### config.mk
export PLATFORM = sky130hd
export DESIGN_NAME = shift_add_mult_ctrl_flat
export DESIGN_NICKNAME = d
export VERILOG_FILES = /design/src/rtl/shift_add_mult_ctrl_if.sv /design/src/rtl/shift_add_mult_ctrl.sv /design/src/flat_wrapper.sv
export SDC_FILE = /design/constraint.sdc
export NUM_CORES = 1
export LEC_CHECK = 0
export BUFFER_PORTS_ARGS = -buffer_cell sky130_fd_sc_hd__buf_2
export CORE_AREA = 3 3 40 42
export DETAILED_ROUTE_END_ITERATION = 8
export DIE_AREA = 0 0 43 45
export SLEW_MARGIN = 20
export SYNTH_ARGS = -nofsm -noshare
export SYNTH_HDL_FRONTEND = slang
export SYNTH_SLANG_ARGS = --single-unit
export TNS_END_PERCENT = 30
### constraint.sdc
create_clock -name clock -period 1.5 [get_ports clock]
set_input_delay 0 -clock clock [delete_from_list [all_inputs] [get_ports clock]]
set_output_delay 0 -clock clock [all_outputs]
set_load 0.02 [all_outputs]
### src/rtl/shift_add_mult_ctrl_if.sv
// Control bundle between the shift-add multiplier sequencer and its neighbours:
// requester side (start/abort/busy/done) and product-register side (q0/load/add_shift/shift).
interface shift_add_mult_ctrl_if;
  logic start;
  logic abort;
  logic q0;
  logic load;
  logic add_shift;
  logic shift;
  logic busy;
  logic done;

  // requester + datapath view
  modport master (
    output start, abort, q0,
    input  load, add_shift, shift, busy, done
  );

  // sequencer view
  modport slave (
    input  start, abort, q0,
    output load, add_shift, shift, busy, done
  );
endinterface

### src/rtl/shift_add_mult_ctrl.sv
// Sequencer for an N-bit shift-add multiplier: LOAD, N add/shift iterations, DONE pulse.
// Optional perf counters (op_count, add_count) are built when MULT_CTRL_PERF_EN is defined.
module shift_add_mult_ctrl #(
  parameter int N = 4
) (
  input  logic                 clock,
  input  logic                 reset,
  shift_add_mult_ctrl_if.slave mif
`ifdef MULT_CTRL_PERF_EN
  ,
  output logic [15:0]          op_count,
  output logic [15:0]          add_count
`endif
);

  localparam int CW = $clog2(N + 1);

  typedef enum logic [1:0] {
    IDLE = 2'd0,
    LOAD = 2'd1,
    RUN  = 2'd2,
    DONE = 2'd3
  } state_t;

  state_t          state, state_nxt;
  logic [CW-1:0]   cnt, cnt_nxt;
  logic            load_d, add_d, shift_d, busy_d, done_d;

  always_ff @(posedge clock) begin
    if (reset) begin
      state <= IDLE;
      cnt   <= '0;
    end else begin
      state <= state_nxt;
      cnt   <= cnt_nxt;
    end
  end

  always_comb begin
    state_nxt = state;
    cnt_nxt   = cnt;
    load_d    = 1'b0;
    add_d     = 1'b0;
    shift_d   = 1'b0;
    busy_d    = 1'b0;
    done_d    = 1'b0;
    case (state)
      IDLE: begin
        if (mif.start && !mif.abort) state_nxt = LOAD;
      end
      LOAD: begin
        load_d    = 1'b1;
        busy_d    = 1'b1;
        cnt_nxt   = '0;
        state_nxt = mif.abort ? IDLE : RUN;
      end
      RUN: begin
        // q0 picks add-then-shift vs plain shift; exactly one is always asserted
        busy_d  = 1'b1;
        add_d   = mif.q0;
        shift_d = !mif.q0;
        cnt_nxt = cnt + CW'(1);
        if (mif.abort) begin
          state_nxt = IDLE;
          cnt_nxt   = '0;
        end else if (cnt == CW'(N - 1)) begin
          state_nxt = DONE;
          cnt_nxt   = '0;
        end
      end
      DONE: begin
        done_d    = 1'b1;
        state_nxt = IDLE;
      end
      default: begin
        state_nxt = IDLE;
        cnt_nxt   = '0;
      end
    endcase
  end

  // reset forces the controls quiet in the cycle it is asserted, not just after the edge
  assign mif.load      = load_d  & ~reset;
  assign mif.add_shift = add_d   & ~reset;
  assign mif.shift     = shift_d & ~reset;
  assign mif.busy      = busy_d  & ~reset;
  assign mif.done      = done_d  & ~reset;

`ifdef MULT_CTRL_PERF_EN
  always_ff @(posedge clock) begin
    if (reset) begin
      op_count  <= '0;
      add_count <= '0;
    end else begin
      if (done_d) op_count  <= op_count + 16'd1;
      if (add_d)  add_count <= add_count + 16'd1;
    end
  end
`endif

endmodule
### src/flat_wrapper.sv
// flat-port wrapper written by rule: the top's interface ports become plain ports
module shift_add_mult_ctrl_flat 
#(
  parameter int N = 4
)
  (clock, reset, mif_start, mif_abort, mif_q0, mif_load, mif_add_shift, mif_shift, mif_busy, mif_done);
  shift_add_mult_ctrl_if mif_i ();
  input  logic clock;
  input  logic reset;
  input wire logic [$bits(mif_i.start)-1:0] mif_start;
  input wire logic [$bits(mif_i.abort)-1:0] mif_abort;
  input wire logic [$bits(mif_i.q0)-1:0] mif_q0;
  output wire logic [$bits(mif_i.load)-1:0] mif_load;
  output wire logic [$bits(mif_i.add_shift)-1:0] mif_add_shift;
  output wire logic [$bits(mif_i.shift)-1:0] mif_shift;
  output wire logic [$bits(mif_i.busy)-1:0] mif_busy;
  output wire logic [$bits(mif_i.done)-1:0] mif_done;
  assign mif_i.start = mif_start;
  assign mif_i.abort = mif_abort;
  assign mif_i.q0 = mif_q0;
  assign mif_load = mif_i.load;
  assign mif_add_shift = mif_i.add_shift;
  assign mif_shift = mif_i.shift;
  assign mif_busy = mif_i.busy;
  assign mif_done = mif_i.done;
  shift_add_mult_ctrl #(.N(N)) u_core (.clock(clock), .reset(reset), .mif(mif_i));
endmodule
==> impl_metrics.yaml <==
floorplan:
  start_util_pct: 28.1
  die_h_um: 45
  rows: 13
  chipWidth_um: 43
  pin_count: 10
  coreArea_mm2: 0.00128
  die-area_mm2: 0.00194
layout:
  fin_cells: 64
  fillers: 145
  drive_gt1_share_pct: 38.8
  multi_input_area_um2: 235
  finalNetCount: 60
  seq_area_um2: 100
  final_core_util_pct: 34.3
  num_antenna_cells: 0
  syn_to_final_growth_pct: 21.8
worst_setup_path:
  reg2reg_slack_ps: 170
  cp_max_fo: 6
  crit_buf_inv: 2
  criticalPathCategory: "register to primary output"
  cp_num_cells: 4
  crit_arrival_ps: 1380
  cp_slowest_cell: "dfxtp_1"
  cp_cell_sequence: "inv_1 -> ha_1 -> nor2b_1 -> buf_2"
  cp.required_ps: 1500
  cp-end-kind: "primary output"
  critPathTopFamily: "flip-flops"
  ff2ff_path_depth: 5
  cp-start-kind: "register"
  slowest_delay_ps: 370
power_and_ir_drop:
  internal-power_uw: 279
  p_leak_uw: 0.000192
  swShare_pct: 27.2
  power.share.sequential_pct: 37.9
  ir_drop_mv: 0.413
  power.share.clock_pct: 39.2
  p_switching_uw: 104
  pwr_density_cell_mw_per_mm2: 870
  power_frac_comb_pct: 22.9
placement:
  io_buffers: 9
  dp_cells: 60
  place_congestion: 0.736
  detailed_place_hpwl_um: 511
detailed_routing:
  post-route-drc-count: 0
  drt-total-wl_um: 663
  antenna_left: 0
  vias_per_cell: 4.33
  firstDrtPassIters: 3
  vias: 277
  initialDrtViolationCount: 2
  wire_per_inst_um: 10.4
logic_synthesis:
  netlist_area_um2: 362
  seq_area_frac_synth_pct: 27.7
  synth_cell_types: 21
  syn-num-nets: 47
  ys_async_sr_fraction_pct: 0
  synth_edf_count: 0
  syn_inst: 37
  ys.flop_type: "dfxtp_1"
  yosys_warnings: 0
  ys_seq_elements: 5
  avgSynthCellArea_um2: 9.77
sta:
  slew_headroom_pct: 87.1
  fmax_mhz: 724
  setup_viol: 0
  rsz0062_at_grt: "false"
  hold_slack_ps: 66.9
  slew_violations: 0
  worst_pin_slew_ps: 193
  period_share_pct: 92.0
  finalSetupTns_ps: 0
  finClkSkew_ps: 1.01
  finalHoldViolCount: 0
  fin_crit_ps: 1380
global_routing:
  grt_usage_pct: 7.83
  grt_pass1_vias: 264
  grt_max_degree: 10
  grt-ovfl-total: 0
  antenna_found_initial: 0
  grt_pass1_wl_um: 1060
run:
  drv_cap: 0
cts:
  cts-root-buf: "clkbuf_4"
  cts_tree: "built"
  htree_levels: 1
  clk_pin_slew_worst_paths_ps: 40
  cts_buffers: 3
  cts_buffer_depth: 2
  cts_hold_buf: 0
  clock_latency_ps: 240
  cts-resized-gates: 0
  cts.sinks: 5
  cts_setup_buffers: 0
hold_path:
  hold_path_class: "input port to register"
  worstHoldPathCells: 2
outcome:
  outcome: "finished, final reports clean"
[path summary, 6_finish.rpt]
kind                                     start                           end
hold / removal                           reset    u_core.cnt[0]$_SDFFE_PP0P_
hold reg to reg     u_core.cnt[2]$_SDFFE_PP0P_    u_core.cnt[2]$_SDFFE_PP0P_
setup / recovery  u_core.state[0]$_SDFFE_PP0P_                      mif_busy
setup reg to reg  u_core.state[0]$_SDFFE_PP0P_  u_core.state[0]$_SDFFE_PP0P_
[cell families after synthesis]
group,Yosys count,synth area share (%)
simple gates,15,29.4
compound gates,6,15.2
buf+inv,5,7.26
fa+ha+maj,5,17.3
flops,5,27.7
mux,1,3.11
[synthesized netlist by cell type, types with 2 or more instances]
| cell | count | share of area (%) |
|---|---|---|
| a21oi_1 | 3 | 4.2 |
| dfxtp_1 | 5 | 28 |
| ha_1 | 5 | 17 |
| inv_1 | 3 | 3.1 |
| nand2b_1 | 4 | 6.9 |
| nor2b_1 | 2 | 3.5 |
[flip-flops by register name (all words and copies together) (netlist names)]
signal        count
u_core.cnt        3
u_core.state      2
[placed cells by master, fill, tap and decap left out, types with 2 or more instances in the layout]
| master | n |
|---|---|
| a21oi_1 | 3 |
| buf_2 | 9 |
| clkbuf_4 | 3 |
| dfxtp_1 | 5 |
| ha_1 | 5 |
| inv_1 | 3 |
| nand2b_1 | 4 |
| nor2b_1 | 2 |
[final cells by class]
cell class / count / share of cell area (%)
Timing Repair Buffer: 9 / 10.2
Multi-Input combinational cell: 27 / 53.4
Tap cell: 15 / 4.26
Clock buffer: 4 / 5.97
Inverter: 4 / 3.41
Sequential cell: 5 / 22.7
[power by group through the flow]
stage,sequential [µW],clock [µW],combinational [µW]
after detailed placement,148,0,88.6
after floorplan,146,0,68.0
after CTS,146,157,89.6
after global routing,146,165,96.8
after global placement,148,0,88.6
final,145,150,87.7
[per-layer routing]
layer	share of wire, %	vias to the layer above	global-route usage, %
met5	0	-	0
met3	8.6	0	5.98
met2	44	11	9.58
met4	0	0	3.61
li1	-	151	-
met1	47	115	9.90
[metrics by stage]
stage	area (µm²)	setup WS, ps	power (µW)
6_report	440	120	383
4_1_cts	440	93.8	393
5_1_grt	440	43.6	408
3_5_place_dp	414	178	237
3_3_place_gp	414	189	237
2_1_floorplan	362	280	214
Note: power is estimated with default switching activity, not from simulation.
